## config.mk

```make
export PLATFORM = sky130hd
export DESIGN_NAME = frogger_game_sequencer
export DESIGN_NICKNAME = d
export VERILOG_FILES = /design/src/rtl/frogger_game_sequencer.sv
export SDC_FILE = /design/constraint.sdc
export NUM_CORES = 1
export LEC_CHECK = 0
export BUFFER_PORTS_ARGS = -buffer_cell sky130_fd_sc_hd__buf_2
export CORE_UTILIZATION = 30
export DETAILED_ROUTE_END_ITERATION = 8
export MAX_ROUTING_LAYER = met4
export PLACE_DENSITY_LB_ADDON = 0.3
export SETUP_SLACK_MARGIN = 0.02
export SLEW_MARGIN = 10
export SYNTH_ARGS = -nofsm -noshare
export SYNTH_HDL_FRONTEND = slang
export SYNTH_SLANG_ARGS = --single-unit
```

## constraint.sdc

```tcl
create_clock -name i_Clk -period 4 [get_ports i_Clk]
set_input_delay 0.2 -clock i_Clk [delete_from_list [all_inputs] [get_ports i_Clk]]
set_output_delay 0.2 -clock i_Clk [all_outputs]
set_load 0.02 [all_outputs]
```

## src/rtl/frogger_game_sequencer.sv

```systemverilog
// Frogger game-flow sequencer: frame-paced car stepping, lives, score and level tracking.
// The frame counter doubles as the PLAY car-step divider and the DEATH/LEVEL_UP hold timer.
module frogger_game_sequencer #(
  parameter int unsigned c_LIVES        = 3,
  parameter int unsigned c_BASE_PERIOD  = 30,
  parameter int unsigned c_PERIOD_STEP  = 3,
  parameter int unsigned c_MAX_LEVEL    = 7,
  parameter int unsigned c_DEATH_FRAMES = 60,
  parameter int unsigned c_LEVEL_FRAMES = 30,
  parameter int unsigned c_GOAL_ROW     = 0
) (
  input  logic       i_Clk,
  input  logic       i_Rst,
  input  logic       i_VSync,
  input  logic       i_Game_Start,
  input  logic       i_Collided,
  input  logic [5:0] i_Frogger_Y,
  output logic [2:0] o_State,
  output logic       o_Frog_Reset,
  output logic       o_Car_Enable,
  output logic       o_Car_Step,
  output logic [2:0] o_Level,
  output logic [1:0] o_Lives,
  output logic [6:0] o_Score
);

  localparam int unsigned CNT_W = 8;
  localparam logic [1:0]       LIVES_INIT  = 2'(c_LIVES);
  localparam logic [2:0]       LEVEL_MAX   = 3'(c_MAX_LEVEL);
  localparam logic [5:0]       GOAL_ROW    = 6'(c_GOAL_ROW);
  localparam logic [6:0]       SCORE_MAX   = 7'd99;
  localparam logic [CNT_W-1:0] BASE_PER    = CNT_W'(c_BASE_PERIOD);
  localparam logic [CNT_W-1:0] DEATH_LAST  = CNT_W'(c_DEATH_FRAMES - 1);
  localparam logic [CNT_W-1:0] LEVEL_LAST  = CNT_W'(c_LEVEL_FRAMES - 1);

  typedef enum logic [2:0] {
    ST_IDLE      = 3'd0,
    ST_PLAY      = 3'd1,
    ST_DEATH     = 3'd2,
    ST_LEVEL_UP  = 3'd3,
    ST_GAME_OVER = 3'd4
  } state_t;

  state_t           r_state, w_state_nxt;
  logic             r_vsync_d, r_start_d;
  logic [CNT_W-1:0] r_frame_cnt, w_frame_cnt_nxt;
  logic             r_armed, w_armed_nxt;
  logic [2:0]       r_level, w_level_nxt;
  logic [1:0]       r_lives, w_lives_nxt;
  logic [6:0]       r_score, w_score_nxt;
  logic             r_frog_reset, w_frog_reset_nxt;
  logic             r_car_enable, w_car_enable_nxt;
  logic             r_car_step, w_car_step_nxt;
  logic             w_tick, w_start;
  logic [CNT_W-1:0] w_period_dec, w_period;

  assign w_tick  = i_VSync & ~r_vsync_d;
  assign w_start = i_Game_Start & ~r_start_d;

  // Car-step period shrinks with level, floored at one frame instead of wrapping
  assign w_period_dec = CNT_W'(c_PERIOD_STEP) * CNT_W'(r_level);
  assign w_period     = (w_period_dec >= BASE_PER) ? CNT_W'(1) : (BASE_PER - w_period_dec);

  always_ff @(posedge i_Clk) begin
    if (i_Rst) begin
      r_state      <= ST_IDLE;
      r_vsync_d    <= 1'b0;
      r_start_d    <= 1'b0;
      r_frame_cnt  <= '0;
      r_armed      <= 1'b0;
      r_level      <= '0;
      r_lives      <= LIVES_INIT;
      r_score      <= '0;
      r_frog_reset <= 1'b0;
      r_car_enable <= 1'b0;
      r_car_step   <= 1'b0;
    end else begin
      r_state      <= w_state_nxt;
      r_vsync_d    <= i_VSync;
      r_start_d    <= i_Game_Start;
      r_frame_cnt  <= w_frame_cnt_nxt;
      r_armed      <= w_armed_nxt;
      r_level      <= w_level_nxt;
      r_lives      <= w_lives_nxt;
      r_score      <= w_score_nxt;
      r_frog_reset <= w_frog_reset_nxt;
      r_car_enable <= w_car_enable_nxt;
      r_car_step   <= w_car_step_nxt;
    end
  end

  always_comb begin
    w_state_nxt      = r_state;
    w_frame_cnt_nxt  = r_frame_cnt;
    w_armed_nxt      = r_armed;
    w_level_nxt      = r_level;
    w_lives_nxt      = r_lives;
    w_score_nxt      = r_score;
    w_car_step_nxt   = 1'b0;
    w_frog_reset_nxt = 1'b0;
    w_car_enable_nxt = 1'b0;

    case (r_state)
      ST_IDLE: begin
        w_lives_nxt = LIVES_INIT;
        w_score_nxt = '0;
        w_level_nxt = '0;
        if (w_start) w_state_nxt = ST_PLAY;
      end
      ST_PLAY: begin
        // Collision outranks goal; neither is looked at until the first tick after entry
        if (r_armed && i_Collided) begin
          if (r_lives != 2'd0) w_lives_nxt = r_lives - 2'd1;
          w_state_nxt = ST_DEATH;
        end else if (r_armed && (i_Frogger_Y == GOAL_ROW)) begin
          if (r_score < SCORE_MAX) w_score_nxt = r_score + 7'd1;
          if (r_level < LEVEL_MAX) w_level_nxt = r_level + 3'd1;
          w_state_nxt = ST_LEVEL_UP;
        end else if (w_tick) begin
          w_armed_nxt = 1'b1;
          if (r_frame_cnt >= (w_period - CNT_W'(1))) begin
            w_car_step_nxt  = 1'b1;
            w_frame_cnt_nxt = '0;
          end else begin
            w_frame_cnt_nxt = r_frame_cnt + CNT_W'(1);
          end
        end
      end
      ST_DEATH: begin
        if (w_tick) begin
          if (r_frame_cnt >= DEATH_LAST)
            w_state_nxt = (r_lives == 2'd0) ? ST_GAME_OVER : ST_PLAY;
          else
            w_frame_cnt_nxt = r_frame_cnt + CNT_W'(1);
        end
      end
      ST_LEVEL_UP: begin
        if (w_tick) begin
          if (r_frame_cnt >= LEVEL_LAST) w_state_nxt = ST_PLAY;
          else                           w_frame_cnt_nxt = r_frame_cnt + CNT_W'(1);
        end
      end
      ST_GAME_OVER: begin
        if (w_start) begin
          w_lives_nxt = LIVES_INIT;
          w_score_nxt = '0;
          w_level_nxt = '0;
          w_state_nxt = ST_PLAY;
        end
      end
      default: w_state_nxt = ST_IDLE;
    endcase

    if (w_state_nxt != r_state) begin
      w_frame_cnt_nxt = '0;
      w_armed_nxt     = 1'b0;
    end
    w_frog_reset_nxt = (w_state_nxt == ST_PLAY) && (r_state != ST_PLAY);
    w_car_enable_nxt = (w_state_nxt == ST_PLAY);
  end

  assign o_State      = r_state;
  assign o_Frog_Reset = r_frog_reset;
  assign o_Car_Enable = r_car_enable;
  assign o_Car_Step   = r_car_step;
  assign o_Level      = r_level;
  assign o_Lives      = r_lives;
  assign o_Score      = r_score;

endmodule

```

Word-level counts from Yosys, hierarchy flattened
Index checks and enable logic that the tools add are counted.
{ "op_classes": {"addsub": 6, "multipliers": 1, "n_lt_le_gt_ge": 6, "n_eq_ne": 20, "muxes": 34, "bitwise_logic": 8, "reduce_logical": 17} }
{ "ops": {"columns": ["cell", "n"], "rows": [
  ["two-way mux 8 bit", 9],
  ["two-way mux 3 bit", 12],
  ["two-way mux 7 bit", 4],
  ["!= test 2 bit (second input constant)", 13],
  ["one-hot mux 8 bit (3 select lines)", 1],
  ["one-hot mux 7 bit (3 select lines)", 1],
  ["one-hot mux 3 bit (4 select lines)", 1],
  ["AND reduction 5 bit", 2],
  ["one-hot mux 3 bit (3 select lines)", 1],
  ["adder 8 x 1 -> 8 bit (second input constant)", 1],
  [">= comparator 8 x 5 -> 1 bit (second input constant)", 1],
  [">= comparator 8 x 6 -> 1 bit (second input constant)", 1],
  [">= comparator 8 bit", 1],
  ["AND reduction 4 bit", 2],
  ["AND reduction 8 bit", 1],
  ["subtractor 8 x 1 -> 8 bit (second input constant)", 1],
  ["adder 7 x 1 -> 7 bit (second input constant)", 1],
  ["< comparator 7 bit (second input constant)", 1],
  ["equality test 3 x 1 -> 1 bit (second input constant)", 2],
  ["equality test 3 x 2 -> 1 bit (second input constant)", 2],
  ["logical NOT 6 bit", 1],
  ["two-way mux 2 bit", 3],
  ["NOT 1 bit", 6],
  ["one-hot mux 2 bit (3 select lines)", 1],
  ["18 further kinds", 23]
]} }
{ "totals": {"regBits": 29, "output_inout_bits": 18, "wordCells": 103} }

Depth between registers and ports, before layout
{ "logic_depth": {"word_depth": 10, "mapped_depth": 16, "mapped_depth_nobuf": 16} }

Least setup slack after synthesis
No wires, ideal clock.
{ "synth_path": {"path_type": "reg2reg", "start": "reg r_level[0] (netlist: o_Level[0])", "end": "reg r_car_step (netlist: o_Car_Step)", "t_arrival_ns": 3.785, "required_ns": 3.934, "setup_slack_ns": 0.149, "path_stages_with_launch": 17, "synth_period_minus_slack_ns": 3.851, "cell_sequence": "dfxtp_1 -> ha_1 -> inv_1 -> fa_1 -> clkbuf_1 -> nor4_1 -> nor2_1 -> ha_1 -> and3_1 -> a22oi_1 -> o221ai_1 -> ha_1 -> nand4_1 -> nor2_1 -> o41ai_1 -> a21oi_1 -> nor2b_1"} }
{ "synth_between": {"elab_chain_len": 6} }
{ "synth_rtl": {"columns": ["item", "line", "rtl"], "rows": [
  ["from (decl)", "48", "logic [2:0] r_level, w_level_nxt;"],
  ["from (signal assigned)", "83", "r_level <= w_level_nxt;"],
  ["multiplier 2 x 3 -> 5 bit *", "61", "assign w_period_dec = CNT_W'(c_PERIOD_STEP) * CNT_W'(r_level);"],
  ["subtractor 5 x 5 -> 6 bit / >= comparator 5 bit (equally long branches)", "62", "assign w_period = (w_period_dec >= BASE_PER) ? CNT_W'(1) : (BASE_PER - w_period_dec);"],
  ["two-way mux 8 bit *", "62", null],
  ["subtractor 8 x 1 -> 8 bit *", "121", "if (r_frame_cnt >= (w_period - CNT_W'(1))) begin"],
  [">= comparator 8 bit *", "121", null],
  ["two-way mux 1 bit *", "121", null],
  ["to (signal assigned)", "88", "r_car_step <= w_car_step_nxt;"],
  ["to (decl)", "53", "logic r_car_step, w_car_step_nxt;"]
]} }
Mark *: on every way between the ends. The rest lies on a longest branch, timed or not.
A chain may end at the register's enable or synchronous reset.

Worst setup path in the final report
{ "layout_path": {"start": "reg r_level[1] (netlist: o_Level[1])", "end": "reg r_frame_cnt[1]"} }
{ "layout_between": {"elab_chain_len": 10} }
{ "layout_rtl": {"columns": ["item", "line", "rtl"], "rows": [
  ["multiplier 2 x 3 -> 5 bit *", "61", null],
  ["subtractor 5 x 5 -> 6 bit / >= comparator 5 bit (equally long branches)", "62", null],
  ["two-way mux 8 bit *", "62", null],
  ["subtractor 8 x 1 -> 8 bit *", "121", null],
  [">= comparator 8 bit *", "121", null],
  ["two-way mux 8 bit *", "121", null],
  ["two-way mux 8 bit *", "119", "end else if (w_tick) begin"],
  ["two-way mux 8 bit *", "115", "end else if (r_armed && (i_Frogger_Y == GOAL_ROW)) begin"],
  ["two-way mux 8 bit *", "112", "if (r_armed && i_Collided) begin"],
  ["one-hot mux 8 bit (3 select lines) *", "103", "case (r_state)"],
  ["to (signal assigned)", "81", "r_frame_cnt <= w_frame_cnt_nxt;"],
  ["to (decl)", "46", "logic [CNT_W-1:0] r_frame_cnt, w_frame_cnt_nxt;"]
]} }
Mark *: on every way between the ends. The rest lies on a longest branch, timed or not. The select of a mux whose other input is x is not followed.

==> metrics.txt <==
worst hold path class=input pin to flip-flop; global-route wire length before repair=8804 um; Ys Warns=0; vias post-DR=2,013; post-synthesis compound-gate area fraction=0.2335; Routed WL=5102 um; WP depth=17; layout cell share with drive strength beyond 1=0.1747; main combinational cell family by area after synthesis=simple AND/OR/NAND/NOR gates; initial antenna violation count=0; Top Metal Used=met4; clock tree buffer depth=2; vias per cell=5.188; Synth async-reset ratio=0; syn_nets=290; CTS H-tree lvls=2; CP bufs+invs=2; mux contribution to synthesized area=0.01401; CTS tree=built; Final ANT Viol Nets=0; WP data arrival=3900 ps; Layout Utilization=0.3703; Pre-antenna DRT Iters=4; Ant. Diodes=0; worst r2r dst=r_frame_cnt[1]; # clock sinks=29; critical path's largest stage delay=420 ps; via count of the first global-routing pass=1,832; critical path required time=4190 ps; die width=86.53 um; Num CTS Buffers=5; Post-CTS Setup Bufs=0; Worst R2R Setup Slack=290 ps; RR Startpoint=o_Level[1]; post-synthesis instance total=260; row count=30; hpwl dp=3799 um; DRT iter0 DRCs=75; Die Ht=86.53 um; PD cells=302.6 nW/um2; gpl congestion=0.8249; # DRC=0; Post-Syn Area=2143 um2; final slew viol count=0; final hold violation count=0; area leader, netlist=dfxtp_1; Slowest-stage cell, CP=dfxtp_1; Post-Synth XOR/XNOR Area=0.04904; Clock Pin Slew Worst Setup and Hold Paths=70 ps; # IOs=29; largest net degree at the start of global routing=15; All-Layer GR Usage=0.1536; Synth area leaders=dfxtp_1, ha_1, nor2_1, xnor2_1, nand3_1; layout filler cell count=741; Simple-Gate Fraction of Synth Area=0.2586; Setup crit end=r_frame_cnt[1]; worst vdd ir=0.1598 mV; post-route minimum period=3713 ps; setup TNS=0 ps; final worst setup slack=287.2 ps; RSZ-0062 raised after global routing=no; Unique masters post-synth=51; Clock Tree Root=clkbuf_8; initial cell density of the core=0.3137; register area share after synthesis=0.2709; Post-synth EDFFs=0; leakage power total=0.001012 uW; Die ar.=7487 um2; worst setup path class=flip-flop to flip-flop; Worst Tran Pin Value=843.8 ps; most frequent CP cell=ha_1; Fmax=269.3 MHz; critical-path cell list=ha_1 > inv_1 > fa_1 > xor2_1 > nor4_1 > buf_4 > nor2_1 > ha_1 > and3_1 > a22oi_1 > o221ai_1 > ha_1 > a21o_1 > a21o_1 > a211oi_1 > a21oi_2 > a211oi_1; DR WL met2=2282 um; met3 wire len=193 um; Post-Place Worst Slack=158.7 ps; setup violators final=0; Adder-Cell Fraction of Synth Area=0.1144; Worst setup startpoint=o_Level[1]; Synth Register Bits=29; Overflow after GRT=0; routed length on met1=2572 um; status=completed; Max transition margin=0.4363; delay-heaviest family, CP=compound AO/OA/AOI/OAI gates; CP Launch Type=flip-flop; Reg2Reg Depth=17; Port Buffers=28; Max Cap Violations=0; CP Capture Type=flip-flop; part of the cycle the worst path needs=0.9282; synthesized area per cell=8.243 um2; Synth Flop Type=dfxtp_1; Post-Route Skew=5.300 ps; Area growth, synth to finish=18.04%; wire per inst=13.15 um; share of the synthesized area in the top cell type=0.2709; Max FO, Critical Path=9; core area=6832 um2; Post-layout nets=321; Skew-Pair Late Insertion Delay=280 ps
-- flip-flops by register name, indices dropped and copies added, names as in the netlist --
signal and flops:
o_Car_Enable 1, o_Car_Step 1, o_Frog_Reset 1, o_Level 3, o_Lives 2, o_Score 7
o_State 3, r_armed 1, r_frame_cnt 8, r_start_d 1, r_vsync_d 1
-- worst reg2reg max path, delay by kind of cell, from the launching register on --
| family | cells | cell delay [ps] |
|---|---|---|
| AOI/OAI and AO/OA | 7 | 1350 |
| buffers and inverters | 2 | 240 |
| adders and majority gates | 4 | 1030 |
| and+or+nand+nor | 3 | 400 |
| DFF | 1 | 420 |
| xor gates and xnor gates | 1 | 170 |
-- cells in the mapped netlist, drive strengths merged (2+ instances only) --
cell    number
or2          3
nand3       15
nand4        3
a22oi        2
o21ai        8
xnor2       10
and3         4
nand2b       7
a41oi        2
o211ai       3
a31oi        2
o21bai       2
a221oi       2
dfxtp       29
mux2i        3
clkbuf       8
ha          18
a211oi       9
nor2        25
buf          4
or4          8
nor2b        6
or3b         2
o31ai        7
a21o         7
xor2         2
a211o        3
nand2        7
a22o         2
nor4        10
nor3b        3
inv         15
a21oi        9
nor3         6
-- metrics by stage --
stage                     cells  power, uW  area (um2)  hold slack, ps
after floorplan             260      379.9        2143           328.2
after global placement      380      403.3        2392           435.4
after detailed placement    380      404.8        2392           435.6
after CTS                   388      775.3        2526           139.2
after global routing        388      803.3        2530           171.9
final                       388      765.6        2530           143.7
-- repair_timing --
item / in CTS / in global routing
hold buffers: 0 / 0
gates resized for setup: 0 / 1
setup endpoints to repair: 0 / 9
-- final cells by class --
cell class              instances  area, um2  share of cell area
multi-input cells             204       1439              0.5687
flip-flops and latches         29      580.6              0.2295
repair buffers                 36      200.2             0.07913
well taps                      96      120.1             0.04748
clock buffers                   5      68.82             0.02720
clock inverters                 3      65.06             0.02572
inverters                      15      56.30             0.02226
-- metal layers --
| metal | global-route usage | vias up |
|---|---|---|
| met5 | - | - |
| met4 | 0.03636 | 0 |
| met3 | 0.03619 | 5 |
| met2 | 0.2172 | 33 |
| met1 | 0.2191 | 939 |
| li1 | - | 1036 |
-- logic make-up (layout without fill, tap and decap cells) --
logic type                 count (synthesis)  after routing
AOI/OAI and AO/OA                         68             68
xor gates and xnor gates                  12             12
adders and majority gates                 19             19
buffers and inverters                     27             59
DFF                                       29             29
muxes                                      3              3
and+or+nand+nor                          102            102
-- cell usage in the layout, fill, tap and decap left out, types with 6 or more instances in the layout --
| cell type | n |
|---|---|
| dfxtp_1 | 29 |
| buf_2 | 28 |
| nor2_1 | 25 |
| ha_1 | 18 |
| inv_1 | 15 |
| nand3_1 | 15 |
| nor4_1 | 10 |
| xnor2_1 | 10 |
| a211oi_1 | 9 |
| a21oi_1 | 8 |
| o21ai_0 | 8 |
| or4_1 | 8 |
| buf_4 | 8 |
| nand2b_1 | 7 |
| nand2_1 | 7 |
| a21o_1 | 7 |
| o31ai_1 | 7 |
| nor2b_1 | 6 |
| nor3_1 | 6 |
-- worst min path at each step --
stage	start	endpoint	slack (ps)	depth (start not counted)
detailed placement	i_VSync	r_vsync_d	440	2
global route	i_VSync	r_vsync_d	170	2
floorplan	i_Game_Start	r_start_d	330	1
finish	i_VSync	r_vsync_d	140	2
global placement	i_VSync	r_vsync_d	440	2
CTS	i_VSync	r_vsync_d	140	2
-- report_power, final --
group	internal (uW)	total [uW]	leakage (uW)	switching [uW]
Combinational	38.0	96.5	0.000709	58.5
Sequential	295	302	0.000235	6.71
Clock	247	367	0.0000681	120
Total	580	766	0.00101	185
No activity file was read; power rests on OpenSTA's default activity.
